## src/rtl/flow_ctrl_fsm_pkg.sv

```systemverilog
// ---------------------------------------------------------------------------
// flow_ctrl_fsm_pkg
// Shared definitions for the PCIe FIFO flow-control block: the controller
// state encoding, the number of virtual channels, the threshold values the
// FIFOs see straight out of reset, and a threshold sanity helper.
// ---------------------------------------------------------------------------
package flow_ctrl_fsm_pkg;

    // Controller states. The encoding is visible on the 'state' port, so the
    // numeric values are fixed rather than left to the tools.
    typedef enum logic [1:0] {
        ST_RESET  = 2'd0,
        ST_INIT   = 2'd1,
        ST_IDLE   = 2'd2,
        ST_ACTIVE = 2'd3
    } fc_state_t;

    // Number of virtual-channel FIFOs sharing the downstream output.
    localparam int N_VC = 4;

    // Thresholds presented to the FIFOs before software has loaded any.
    localparam int UMB_AF_RST = 6;
    localparam int UMB_AE_RST = 1;

    // A threshold pair is only usable when almost-empty sits strictly below
    // almost-full; otherwise a FIFO could be both at once.
    function automatic logic thresholds_valid(input int unsigned af, input int unsigned ae);
        return (ae < af);
    endfunction

endpackage

```

## src/rtl/flow_ctrl_fsm_rr_arb4.sv

```systemverilog
// ---------------------------------------------------------------------------
// rr_arb4
// Four-way round-robin arbiter. Starting at 'ptr' and wrapping, it grants the
// first requester it finds. Purely combinational; the caller owns the pointer
// register and advances it using gnt_idx when 'upd' is high.
//
// Ports
//   req      in   4  request per channel
//   ptr      in   2  channel with highest priority this cycle
//   en       in   1  arbitration allowed this cycle
//   gnt      out  4  one-hot grant, or zero when nothing is granted
//   gnt_idx  out  2  index of the granted channel (ptr when no grant)
//   upd      out  1  a grant was issued, so the pointer should move past it
// ---------------------------------------------------------------------------
module rr_arb4
    import flow_ctrl_fsm_pkg::*;
(
    input  logic [N_VC-1:0] req,
    input  logic [1:0]      ptr,
    input  logic            en,
    output logic [N_VC-1:0] gnt,
    output logic [1:0]      gnt_idx,
    output logic            upd
);

    logic [1:0] cand;

    // Walk the channels in priority order from ptr. The 2-bit sum wraps
    // naturally, giving the modulo-4 scan. Only the first hit is taken, so
    // at most one grant bit can be set.
    always_comb begin
        gnt     = '0;
        gnt_idx = ptr;
        upd     = 1'b0;
        cand    = ptr;
        for (int k = 0; k < N_VC; k++) begin
            cand = ptr + 2'(k);
            if (en && !upd && req[cand]) begin
                upd     = 1'b1;
                gnt_idx = cand;
            end
        end
        if (upd) begin
            gnt[gnt_idx] = 1'b1;
        end
    end

endmodule

```

## src/rtl/flow_ctrl_fsm.sv

```systemverilog
// ---------------------------------------------------------------------------
// flow_ctrl_fsm
// Main control FSM and pop scheduler for the PCIe FIFO datapath. Drains the
// input FIFO (FIFO4) into the four virtual-channel FIFOs (FIFO0-3) while
// honouring their almost-full flags, and round-robins the single downstream
// output among FIFO0-3. The pop strobes and IDLE flag feed the per-FIFO word
// counters directly, so the pops are zero-latency decodes of the current
// state and flags.
//
// Ports
//   CLK          in   1      clock, all state on rising edge
//   reset        in   1      asynchronous, active-low reset
//   init         in   1      request to enter/stay in INIT and load thresholds
//   umb_af_in    in   UMB_W  almost-full threshold to load
//   umb_ae_in    in   UMB_W  almost-empty threshold to load
//   fifo4_empty  in   1      FIFO4 empty
//   fifo4_dest   in   2      destination VC of the FIFO4 head word
//   fifo_af      in   4      almost-full flags, FIFO0-3
//   fifo_empty   in   4      empty flags, FIFO0-3
//   out_ready    in   1      downstream accepts one word this cycle
//   pop4         out  1      pop FIFO4 (and push into FIFO[fifo4_dest])
//   pop          out  4      one-hot or zero pop to FIFO0-3
//   umb_af       out  UMB_W  latched almost-full threshold
//   umb_ae       out  UMB_W  latched almost-empty threshold
//   IDLE         out  1      high while in IDLE
//   state        out  2      current state encoding
//   cfg_err      out  1      last INIT exit attempt saw invalid thresholds
//   blocked      out  1      FIFO4 head stalled for BLOCK_LIMIT cycles
// ---------------------------------------------------------------------------
module flow_ctrl_fsm
    import flow_ctrl_fsm_pkg::*;
#(
    parameter int UMB_W       = 3,
    parameter int BLOCK_LIMIT = 15
) (
    input  logic             CLK,
    input  logic             reset,
    input  logic             init,
    input  logic [UMB_W-1:0] umb_af_in,
    input  logic [UMB_W-1:0] umb_ae_in,
    input  logic             fifo4_empty,
    input  logic [1:0]       fifo4_dest,
    input  logic [N_VC-1:0]  fifo_af,
    input  logic [N_VC-1:0]  fifo_empty,
    input  logic             out_ready,
    output logic             pop4,
    output logic [N_VC-1:0]  pop,
    output logic [UMB_W-1:0] umb_af,
    output logic [UMB_W-1:0] umb_ae,
    output logic             IDLE,
    output logic [1:0]       state,
    output logic             cfg_err,
    output logic             blocked
);

    localparam int              CNT_W   = $clog2(BLOCK_LIMIT + 1);
    localparam logic [CNT_W-1:0] CNT_MAX = CNT_W'(BLOCK_LIMIT);

    fc_state_t       cur_state;
    logic [1:0]      rr_ptr;
    logic [CNT_W-1:0] block_cnt;
    logic [CNT_W-1:0] block_cnt_next;

    logic            is_active;
    logic            all_empty;
    logic            arb_upd;
    logic [1:0]      arb_idx;
    logic [N_VC-1:0] arb_gnt;

    // Status decodes. Because these come from the state register, an
    // asynchronous reset forces every pop low immediately, so no transfer
    // is left half done.
    assign is_active = (cur_state == ST_ACTIVE);
    assign all_empty = fifo4_empty & (&fifo_empty);
    assign IDLE      = (cur_state == ST_IDLE);
    assign state     = cur_state;

    // FIFO4 drains whenever its head word's destination has room. The
    // destination may be popped by the arbiter in the same cycle; the FIFO
    // itself handles a simultaneous push and pop.
    assign pop4 = is_active & ~fifo4_empty & ~fifo_af[fifo4_dest];

    // Output arbitration only runs while ACTIVE and downstream is ready.
    rr_arb4 u_arb (
        .req     (~fifo_empty),
        .ptr     (rr_ptr),
        .en      (is_active & out_ready),
        .gnt     (arb_gnt),
        .gnt_idx (arb_idx),
        .upd     (arb_upd)
    );

    assign pop = arb_gnt;

    // Stall counter for the FIFO4 head. It counts consecutive ACTIVE cycles
    // in which a word is waiting but cannot move, saturates at the limit,
    // and restarts as soon as a word moves or the controller leaves ACTIVE.
    // An ACTIVE cycle with FIFO4 empty neither stalls nor moves a word, so
    // the count simply holds.
    always_comb begin
        block_cnt_next = block_cnt;
        if (!is_active || pop4) begin
            block_cnt_next = '0;
        end else if (!fifo4_empty && (block_cnt != CNT_MAX)) begin
            block_cnt_next = block_cnt + CNT_W'(1);
        end
    end

    // Single sequential block: FSM state, threshold registers, config error
    // flag, round-robin pointer and the stall counter with its flag. The
    // blocked flag is taken from the counter's next value so it rises on
    // the same edge the counter reaches the limit.
    always_ff @(posedge CLK or negedge reset) begin
        if (!reset) begin
            cur_state <= ST_RESET;
            umb_af    <= UMB_W'(UMB_AF_RST);
            umb_ae    <= UMB_W'(UMB_AE_RST);
            rr_ptr    <= 2'd0;
            block_cnt <= '0;
            cfg_err   <= 1'b0;
            blocked   <= 1'b0;
        end else begin
            block_cnt <= block_cnt_next;
            blocked   <= (block_cnt_next == CNT_MAX);

            if (arb_upd) begin
                rr_ptr <= arb_idx + 2'd1;
            end

            case (cur_state)
                ST_RESET: begin
                    cur_state <= ST_INIT;
                end
                ST_INIT: begin
                    umb_af <= umb_af_in;
                    umb_ae <= umb_ae_in;
                    if (!init) begin
                        if (thresholds_valid(int'(umb_af_in), int'(umb_ae_in))) begin
                            cur_state <= ST_IDLE;
                            cfg_err   <= 1'b0;
                        end else begin
                            cfg_err   <= 1'b1;
                        end
                    end
                end
                ST_IDLE: begin
                    if (init) begin
                        cur_state <= ST_INIT;
                    end else if (!all_empty) begin
                        cur_state <= ST_ACTIVE;
                    end
                end
                ST_ACTIVE: begin
                    if (init) begin
                        cur_state <= ST_INIT;
                    end else if (all_empty) begin
                        cur_state <= ST_IDLE;
                    end
                end
                default: begin
                    cur_state <= ST_RESET;
                end
            endcase
        end
    end

endmodule

```

## config.mk

```make
export PLATFORM = sky130hd
export DESIGN_NAME = flow_ctrl_fsm
export DESIGN_NICKNAME = d
export VERILOG_FILES = /design/src/rtl/flow_ctrl_fsm_pkg.sv /design/src/rtl/flow_ctrl_fsm_rr_arb4.sv /design/src/rtl/flow_ctrl_fsm.sv
export SDC_FILE = /design/constraint.sdc
export NUM_CORES = 1
export LEC_CHECK = 0
export ABC_AREA = 1
export CORE_UTILIZATION = 51
export DETAILED_ROUTE_END_ITERATION = 10
export GPL_TIMING_DRIVEN = 0
export PLACE_DENSITY = 0.88
export SYNTH_ARGS = -nofsm -noshare
export SYNTH_HDL_FRONTEND = slang
export SYNTH_SLANG_ARGS = --single-unit
```

## constraint.sdc

```tcl
create_clock -name CLK -period 3 [get_ports CLK]
set_input_delay 0.45 -clock CLK [delete_from_list [all_inputs] [get_ports CLK]]
set_output_delay 0.45 -clock CLK [all_outputs]
set_load 0.01 [all_outputs]
```

==> results of run 1 <==
## registers in the layout, indices dropped and copies added (netlist names)
name       count
rr_ptr         2
umb_af         3
blocked        1
block_cnt      4
state          2
umb_ae         3
cfg_err        1
## cell families (layout without fill, tap and decap cells)
| group | after synthesis | in the layout | synth area share (%) |
|---|---|---|---|
| and+or+nand+nor | 105 | 105 | 42.4 |
| buffers and inverters | 36 | 76 | 12.7 |
| AOI/OAI and AO/OA | 21 | 21 | 9.68 |
| DFF | 16 | 16 | 31.6 |
| adders and majority gates | 3 | 3 | 2.93 |
| xor gates and xnor gates | 1 | 1 | 0.684 |
## critical path, delay by kind of cell
| family | cells | cell delay, ns |
|---|---|---|
| simple gates | 10 | 0.87 |
| buf+inv | 2 | 1.05 |
## metal layers
layer  track usage (%)  share of wire, %  vias up
met1              25.8                39      593
li1                  -                 -      649
met2              47.4                55       39
met3              3.22               4.8        6
met4              9.91               1.5        0
met5                 0                 0        -
## synthesized netlist by cell type
library cell / n / area, um^2
sky130_fd_sc_hd__a21oi_1: 5 / 25.0
sky130_fd_sc_hd__a21oi_2: 1 / 8.76
sky130_fd_sc_hd__buf_6: 2 / 22.5
sky130_fd_sc_hd__clkbuf_1: 1 / 3.75
sky130_fd_sc_hd__dfrtp_1: 13 / 325
sky130_fd_sc_hd__dfstp_2: 3 / 78.8
sky130_fd_sc_hd__ha_1: 3 / 37.5
sky130_fd_sc_hd__inv_1: 30 / 113
sky130_fd_sc_hd__inv_2: 1 / 3.75
sky130_fd_sc_hd__inv_6: 1 / 8.76
sky130_fd_sc_hd__inv_8: 1 / 11.3
sky130_fd_sc_hd__nand2_1: 46 / 173
sky130_fd_sc_hd__nand2_2: 19 / 119
sky130_fd_sc_hd__nand2_4: 4 / 45.0
sky130_fd_sc_hd__nand3_1: 10 / 50.1
sky130_fd_sc_hd__nand3_2: 2 / 20.0
sky130_fd_sc_hd__nand4_1: 4 / 25.0
sky130_fd_sc_hd__nor2_1: 15 / 56.3
sky130_fd_sc_hd__nor2_4: 2 / 22.5
sky130_fd_sc_hd__nor2_8: 1 / 20.0
sky130_fd_sc_hd__nor4_1: 1 / 6.26
sky130_fd_sc_hd__o211ai_1: 4 / 30.0
sky130_fd_sc_hd__o21a_1: 1 / 7.51
sky130_fd_sc_hd__o21ai_0: 9 / 45.0
sky130_fd_sc_hd__o21bai_1: 1 / 7.51
sky130_fd_sc_hd__or2_2: 1 / 6.26
sky130_fd_sc_hd__xor2_1: 1 / 8.76
## repair_timing
action                                  in CTS  in global routing
resized for setup                            0                  5
endpoints found under the setup margin       0                  4
hold buffers                                 0                  0
endpoints found under the hold margin        0                  0
## area by class of cell
cell class,instances,area (um^2),area share (%)
buffer,3,26.3,1.52
sequential,16,404,23.4
tap,28,35.0,2.03
inverter,33,136,7.91
timing repair buffer,36,373,21.6
clock buffer,4,36.3,2.10
multi-input combinational,130,713,41.4
## path summary, 6_finish.rpt
path | startpoint | endpoint | slack [ns] | depth (start not counted)
worst min-delay path | umb_ae[0] | umb_ae[0] | 0.49 | 2
worst min register to register | umb_ae[0] | umb_ae[0] | 0.49 | 2
worst max-delay path | fifo_empty[3] | pop[3] | 0.15 | 12
max in group asynchronous | reset | rr_ptr[1] | 1.99 | 1
min in group asynchronous | reset | blocked | 0.58 | 1
worst max register to register | block_cnt[0] | blocked | 1.19 | 7
## per-stage QoR
step / instance area [um^2] / cells / utilization, % / hold WS [ns]
finish: 1720 / 250 / 75.1 / 0.487
global route: 1720 / 250 / 75.1 / 0.514
CTS: 1710 / 250 / 74.5 / 0.494
detailed placement: 1680 / 246 / 72.9 / 0.479
global placement: 1680 / 246 / 72.9 / 0.453
floorplan: 1280 / 182 / - / 0.154
## layout by cell type, fill, tap and decap left out
cell type,n
sky130_fd_sc_hd__nor2_4,2
sky130_fd_sc_hd__clkbuf_8,1
sky130_fd_sc_hd__o21a_1,1
sky130_fd_sc_hd__or2_2,1
sky130_fd_sc_hd__clkdlybuf4s50_1,31
sky130_fd_sc_hd__buf_6,2
sky130_fd_sc_hd__xor2_1,1
sky130_fd_sc_hd__clkbuf_1,1
sky130_fd_sc_hd__nand4_1,4
sky130_fd_sc_hd__clkbuf_4,3
sky130_fd_sc_hd__o211ai_1,4
sky130_fd_sc_hd__nand3_2,2
sky130_fd_sc_hd__inv_2,1
sky130_fd_sc_hd__a21oi_1,5
sky130_fd_sc_hd__nor2_8,1
sky130_fd_sc_hd__nor2_1,15
sky130_fd_sc_hd__ha_1,3
sky130_fd_sc_hd__o21bai_1,1
sky130_fd_sc_hd__nand2_4,4
sky130_fd_sc_hd__nand3_1,10
sky130_fd_sc_hd__inv_8,1
sky130_fd_sc_hd__a21oi_2,1
sky130_fd_sc_hd__nand2_1,46
sky130_fd_sc_hd__o21ai_0,9
sky130_fd_sc_hd__nor4_1,1
sky130_fd_sc_hd__nand2_2,19
sky130_fd_sc_hd__inv_6,1
sky130_fd_sc_hd__inv_1,30
sky130_fd_sc_hd__dfstp_2,3
sky130_fd_sc_hd__dlymetal6s2s_1,5
sky130_fd_sc_hd__dfrtp_1,13
## power by group through the flow
stage	clock network, W	logic (W)	registers [W]
floorplan	0	0.000535	0.000377
global placement	0	0.000800	0.000350
detailed placement	0	0.000831	0.000353
CTS	0.000140	0.000837	0.000350
global route	0.000151	0.000921	0.000359
finish	0.000138	0.000838	0.000350
==> results.txt, run 1 <==
For this run, the post-layout net count is 247. Across the VDD grid, the largest voltage drop is 631 uV. TritonCTS built the clock tree. At the pin with the least slew margin, the transition time is 0.693 ns. After synthesis the netlist holds a flip-flop and latch count of 16.

The setup violation total in the final timing report was 0. After routing, the total negative slack on setup checks comes to 0 ns. Across all setup checks in the final design, the least slack found is 0.152 ns. In this run the post-CTS setup repair buffer count came out at 0. The tools report the type of element capturing the critical path as an output port. The tools report the detailed-route DRC error count as 0. Clock tree synthesis inserted a total of 3 buffers. The final weighted congestion in routability-driven placement is 0.860. For the relative max-transition margin, the log shows 53.7%. The design draws 0.00133 W.

The wire length of the first global-routing pass is 4940 um. The repair_antennas step left the layout with diodes totalling 0. Setup repair after global routing left no endpoint under its margin. Of the cells placed in the final design, the portion with a size suffix greater than 1 is 18.9%. The fraction of power spent switching nets is 45.5%, and the number of input and output port buffers inserted is 36. The share of total power dissipated in the clock network is 10.4%.

The synthesized netlist contains 27 unique library cells. The number of global-route vias before repair was 1,257; the detailed-routing iteration count for the pre-antenna-repair pass was 4. The iteration-0 DRC count of the detailed router was 39; the power per cell area was 769 mW/mm^2.

OpenSTA, run right after detailed placement, puts the worst setup slack at 0.0716 ns. The worst setup path is launched from an input port. The logs give 55.7% for the initial core utilization and 0.000723 W for the internal power of the cells. The HPWL after detailed placement is 2360 um. The area growth from synthesis to layout is 34.7%. For the total net switching power, the log shows 0.000603 W. Summing over every cut layer, the via total after detailed routing is 1,287. Dividing the final minimum period by the clock period gives 94.9%. The per-cell via count in the routed design was 5.15; the area of the die was 0.00271 mm^2. The tools report the clock skew as 0.000658 ns. The number of antenna violations at the first check in global routing was 0; the cell count after synthesis was 182. Total overflow reported by the global router: 0. Total of warnings raised by yosys: 0.

Clock tree synthesis selected as its root buffer the cell sky130_fd_sc_hd__clkbuf_4. Data on the critical path is required at its endpoint by 2.55 ns. The tools report the post-synth net total as 206.

For the part of the total power dissipated in sequential elements, the log shows 26.4%. The signal on the critical path passes through clkdlybuf4s50_1, nand2_1, nand2_1, nand2_1, nand2_2, nand2_2, nand2_4, nand3_2, nand2_2, nand3_2, nor2_1, clkdlybuf4s50_1. The CTS H-tree depth is 1.

After clock tree synthesis, the clock-pin slew on the worst setup and hold paths is 0.09 ns. The region available for standard cell placement spans 0.00230 mm^2. After detailed routing, the average wire length per cell comes to 11.8 um. The flow ran to the end, and the final reports show no timing, DRC or antenna violations. The count of nets left with antenna violations once routing finished came out at 0. Global routing used 24.4% of the available tracks across all layers.

The insertion delay to the later sink of the worst-skew pair came out at 0.28 ns. The number of fill cells in the layout is 182, and the minimum clock period after layout is 2.85 ns. In this run the deepest clock path goes through 2 buffers. The arrival time at the worst endpoint was 2.40 ns; the routed wire length was 2960 um. For this run, the slowest stage of the critical path takes 0.53 ns. Per report_power, the combinational group accounts for 63.2% of the total. Number of clock sinks: 16.

The setup path with the least slack is of type in2out. Mean post-synth cell area: 7.03 um^2. The path category of the worst min-delay check is reg2reg. Library cell contributing the largest single delay on the critical path: sky130_fd_sc_hd__clkdlybuf4s50_1. Leakage component of the power: 0.954 nW.

The logs give 31.6% for the sequential share of the synthesized area and 17 for the row count. The die span in x is 52.1 um. The maximum fanout along the worst path is 4, and the peak clock frequency supported by timing is 351 MHz. The number of maximum-capacitance constraint violations was 0. The top-level port count is 37.

Final count of hold timing violations: 0. The pin count of the biggest net entering global routing was 17. The count of final max-slew check failures is 0, and the vertical die dimension is 52.1 um. The cell area after synthesis is 0.00128 mm^2.
No activity file was read; power rests on OpenSTA's default activity.
==> run 2: changes to the inputs <==
- ABC_AREA: 1 -> unset
- CORE_MARGIN: unset -> 2
- CORE_UTILIZATION: 51 -> 47
- PLACE_DENSITY: 0.88 -> 0.87
==> results.txt, run 2 <==
The flow ran to the end, and the final reports show no timing, DRC or antenna violations. The type of the setup path with the least slack is in2out (unchanged). The vertical die dimension was 50.4 um (was 52.1 um). The actual slew at the worst max-slew pin came out at 0.716 ns (was 0.693 ns). The maximum VDD drop came out at 441 uV (was 631 uV).

The per-cell via count in the routed design is 5.61 (was 5.15), and the post-route standard cell area excluding fillers is 0.00144 mm^2 (was 0.00172 mm^2). The share of synthesized registers carrying an async set or reset is 100% (unchanged), and the clock skew is 0.00234 ns (was 0.000658 ns). The area added between synthesis and finish works out to 41.8% (was 34.7%). The tools report the final net count as 171 (was 247). The final hold slack was 0.489 ns (was 0.487 ns); the final count of hold timing violations was 0 (unchanged). The logs give 0 (unchanged) for the setup violation total in the final timing report and 1 (unchanged) for the CTS H-tree depth. The total of cells resized after clock tree synthesis is 0 (unchanged), and the met2 routing resource usage after global routing is 36.4% (was 47.4%). Pin count of the biggest net entering global routing: 17 (unchanged). The tools report the type of element capturing the critical path as an output port (unchanged). The logs give 0.602 nW (was 0.954 nW) for the leakage component of the power and 1840 um (was 2360 um) for the final HPWL from detailed placement.

The final weighted congestion in routability-driven placement was 0.749 (was 0.860); the clock-pin slew on the worst setup and hold paths was 0.09 ns (about the same). The tools report the cell count after synthesis as 107 (was 182). The most flop-heavy register is block_cnt (unchanged). The run gives 0.28 ns (about the same) as the insertion delay to the later sink of the worst-skew pair. The leading cell type in the layout, fill and taps excluded was sky130_fd_sc_hd__clkdlybuf4s50_1 (was sky130_fd_sc_hd__nand2_1). Cell accounting for the most synthesized area: sky130_fd_sc_hd__dfrtp_1 (unchanged). Number of buffers on the longest clock path: 2 (unchanged). Commonest cells in the netlist: 15 x sky130_fd_sc_hd__nor2_1, 13 x sky130_fd_sc_hd__dfrtp_1, 9 x sky130_fd_sc_hd__nand2_1 (was 46 x sky130_fd_sc_hd__nand2_1, 30 x sky130_fd_sc_hd__inv_1, 19 x sky130_fd_sc_hd__nand2_2).

The number of antenna violations at the first check in global routing was 0 (unchanged); the placeable core region was 0.00200 mm^2 (was 0.00230 mm^2). The detailed-route DRC error count was 0 (unchanged); the detailed-routing iteration count for the pre-antenna-repair pass was 4 (unchanged). Die span in x: 50.4 um (was 52.1 um). The number of diodes added for antenna fixing was 0 (unchanged); the total overflow reported by the global router was 0 (unchanged).

The count of final max-slew check failures was 0 (unchanged); the mean post-synth cell area was 9.46 um^2 (was 7.03 um^2). The total global routing track utilization is 20.9% (was 24.4%). TritonCTS built the clock tree. The required time at the worst-slack endpoint was 2.55 ns (about the same); the peak clock frequency supported by timing was 360 MHz (was 351 MHz). Leading register cell type out of synthesis: sky130_fd_sc_hd__dfrtp_1 (unchanged). Flip-flop count of the largest register after layout: 4 (unchanged). For the number of distinct library cells after synthesis, the log shows 38 (was 27). Number of global-route vias before repair: 944 (was 1,257).

The most numerous cell in the Yosys netlist is sky130_fd_sc_hd__nor2_1 (was sky130_fd_sc_hd__nand2_1). The number of maximum-capacitance constraint violations was 0 (unchanged). The number of setup buffers added after CTS was 0 (unchanged); the top-level port count was 37 (unchanged). For the sequential share of the synthesized area, the log shows 39.9% (was 31.6%).

Library cell contributing the largest single delay on the critical path: sky130_fd_sc_hd__clkdlybuf4s50_1 (unchanged). Total negative slack for setup checks: 0 ns (unchanged). The run gives 52.1% (was 53.7%) as the relative max-transition margin. The area of the die is 0.00254 mm^2 (was 0.00271 mm^2), and the number of input and output port buffers inserted is 35 (was 36).

The run gives 2.33 ns (was 2.40 ns) as the arrival time at the worst endpoint. The layer with the highest usage after global routing was met2 (unchanged). The total vias in the final route is 970 (was 1,287). Commonest cells after routing, fill and taps aside: 34 x sky130_fd_sc_hd__clkdlybuf4s50_1, 15 x sky130_fd_sc_hd__nor2_1, 13 x sky130_fd_sc_hd__dfrtp_1 (was 46 x sky130_fd_sc_hd__nand2_1, 31 x sky130_fd_sc_hd__clkdlybuf4s50_1, 30 x sky130_fd_sc_hd__inv_1). For the total of warnings raised by yosys, the log shows 0 (unchanged). For the global-route track usage on met3, the log shows 4.76% (was 3.22%).

Largest registers ranked by flip-flop count: block_cnt: 4 flops, umb_ae: 3 flops, umb_af: 3 flops (unchanged). The tools report the cell area after synthesis as 0.00101 mm^2 (was 0.00128 mm^2). The cell area after placement came out at 0.00140 mm^2 (was 0.00168 mm^2). The initial core utilization was 50.6% (was 55.7%).

Setup repair after global routing left no endpoint under its margin. Row count: 16 (was 17). The tools report the kind of start point of the critical path as an input port (unchanged).

The area share of the largest cell type after synthesis works out to 32.1% (was 25.4%). The power per cell area was 548 mW/mm^2 (was 769 mW/mm^2). The clock root buffer master was sky130_fd_sc_hd__clkbuf_4 (unchanged). The number of fill cells in the layout is 163 (was 182). Cell Chain, Critical Path: clkdlybuf4s50_1, o21a_1, a211o_1, nor3b_2, clkdlybuf4s50_1 (was clkdlybuf4s50_1, nand2_1, nand2_1, nand2_1, nand2_2, nand2_2, nand2_4, nand3_2, nand2_2, nand3_2, nor2_1, clkdlybuf4s50_1). The tools report the number of clock sinks as 16 (unchanged). The biggest cell delay along the critical path works out to 0.56 ns (was 0.53 ns). Number of hold buffers added after CTS: 0 (unchanged). The count of flip-flops with a built-in enable after synthesis was 0 (unchanged). For the post-detailed-route count of antenna-violating nets, the log shows 0 (unchanged). The most numerous cell type found on the critical path is sky130_fd_sc_hd__clkdlybuf4s50_1. For the routed wire length, the log shows 2420 um (was 2960 um). The maximum fanout along the worst path is 9 (was 4), and the post-synth net total is 131 (was 206). The total clock buffers created by CTS is 3 (unchanged).

Path category of the worst min-delay check: reg2reg (unchanged). Wire length of the first global-routing pass: 4120 um (was 4940 um). The minimum clock period after layout was 2.78 ns (was 2.85 ns); the global-route track usage on met1 was 26.5% (was 25.8%).

The iteration-0 DRC count of the detailed router was 19 (was 39). Number of flip-flops and latches in the synthesized netlist: 16 (unchanged). Synth top area cells: sky130_fd_sc_hd__dfrtp_1 32%, sky130_fd_sc_hd__dfstp_2 7.8%, sky130_fd_sc_hd__mux2_2 5.6% (was sky130_fd_sc_hd__dfrtp_1 25%, sky130_fd_sc_hd__nand2_1 13%, sky130_fd_sc_hd__nand2_2 9.3%). Ratio of cells with drive above 1 in the final layout: 14.4% (was 18.9%). The ratio of final minimum period to clock period was 92.6% (was 94.9%).

The average wire per standard cell came out at 14.0 um (was 11.8 um).
==> run 2: cell types whose count changed after synthesis, moves of 5 or more <==
cell and change:
sky130_fd_sc_hd__nand3_1 -8, sky130_fd_sc_hd__nand2_1 -37, sky130_fd_sc_hd__mux2_2 +5, sky130_fd_sc_hd__nand2b_1 +5, sky130_fd_sc_hd__nand2_2 -19, sky130_fd_sc_hd__a31oi_1 +5, sky130_fd_sc_hd__inv_1 -23
==> run 2: per-stage QoR <==
step           setup WS (ns)  total power (W)  instances  util (%)
2_1_floorplan           1.25         0.000495        107         -
3_3_place_gp           0.199         0.000631        169      69.8
3_5_place_dp           0.138         0.000642        169      69.8
4_1_cts                0.137         0.000790        173      71.6
5_1_grt                0.105         0.000840        173      71.7
6_report               0.221         0.000787        173      71.7
==> run 2: worst paths after layout <==
check / startpoint / to / slack, ns / cells past startpoint
worst max-delay path: fifo_empty[3] / pop[3] / 0.22 / 5
worst min-delay path: umb_af[1] / umb_af[1] / 0.49 / 2
min in group asynchronous: reset / umb_ae[1] / 0.58 / 1
worst min register to register: umb_af[1] / umb_af[1] / 0.49 / 2
worst max register to register: block_cnt[0] / blocked / 1.43 / 5
max in group asynchronous: reset / state[1] / 1.97 / 1
==> run 2: layer usage <==
layer  wire length, um  vias up
li1                  -      464
met1              1030      476
met2              1250       30
met3               145        0
met4                 0        0
met5                 0        -
==> run 2: area by class of cell <==
class                           count  area [um^2]  area share, %
Tap cell                           27         33.8           2.35
Timing Repair Buffer               35          353           24.6
Buffer                              3         20.0           1.39
Inverter                            7         26.3           1.83
Multi-Input combinational cell     81          562           39.1
Clock buffer                        4         36.3           2.53
Sequential cell                    16          404           28.2
==> run 2: power by group <==
group,leakage (nW),internal (W),switching (W)
sequential,0.193,0.000269,0.0000445
clock,0.0210,0.0000739,0.0000686
combinational,0.388,0.000176,0.000155
==> run 2: worst max-delay path: cells and delay by family <==
family | cells | cell delay [ns]
buffers and inverters | 2 | 1.11
AOI/OAI and AO/OA | 2 | 0.60
and+or+nand+nor | 1 | 0.18
==> run 2: logic make-up after synthesis <==
group | synth area share [%]
xor gates and xnor gates | 0.865
and+or+nand+nor | 22.0
muxes | 8.78
DFF | 39.9
AOI/OAI and AO/OA | 20.1
adders and majority gates | 3.71
buffers and inverters | 4.57
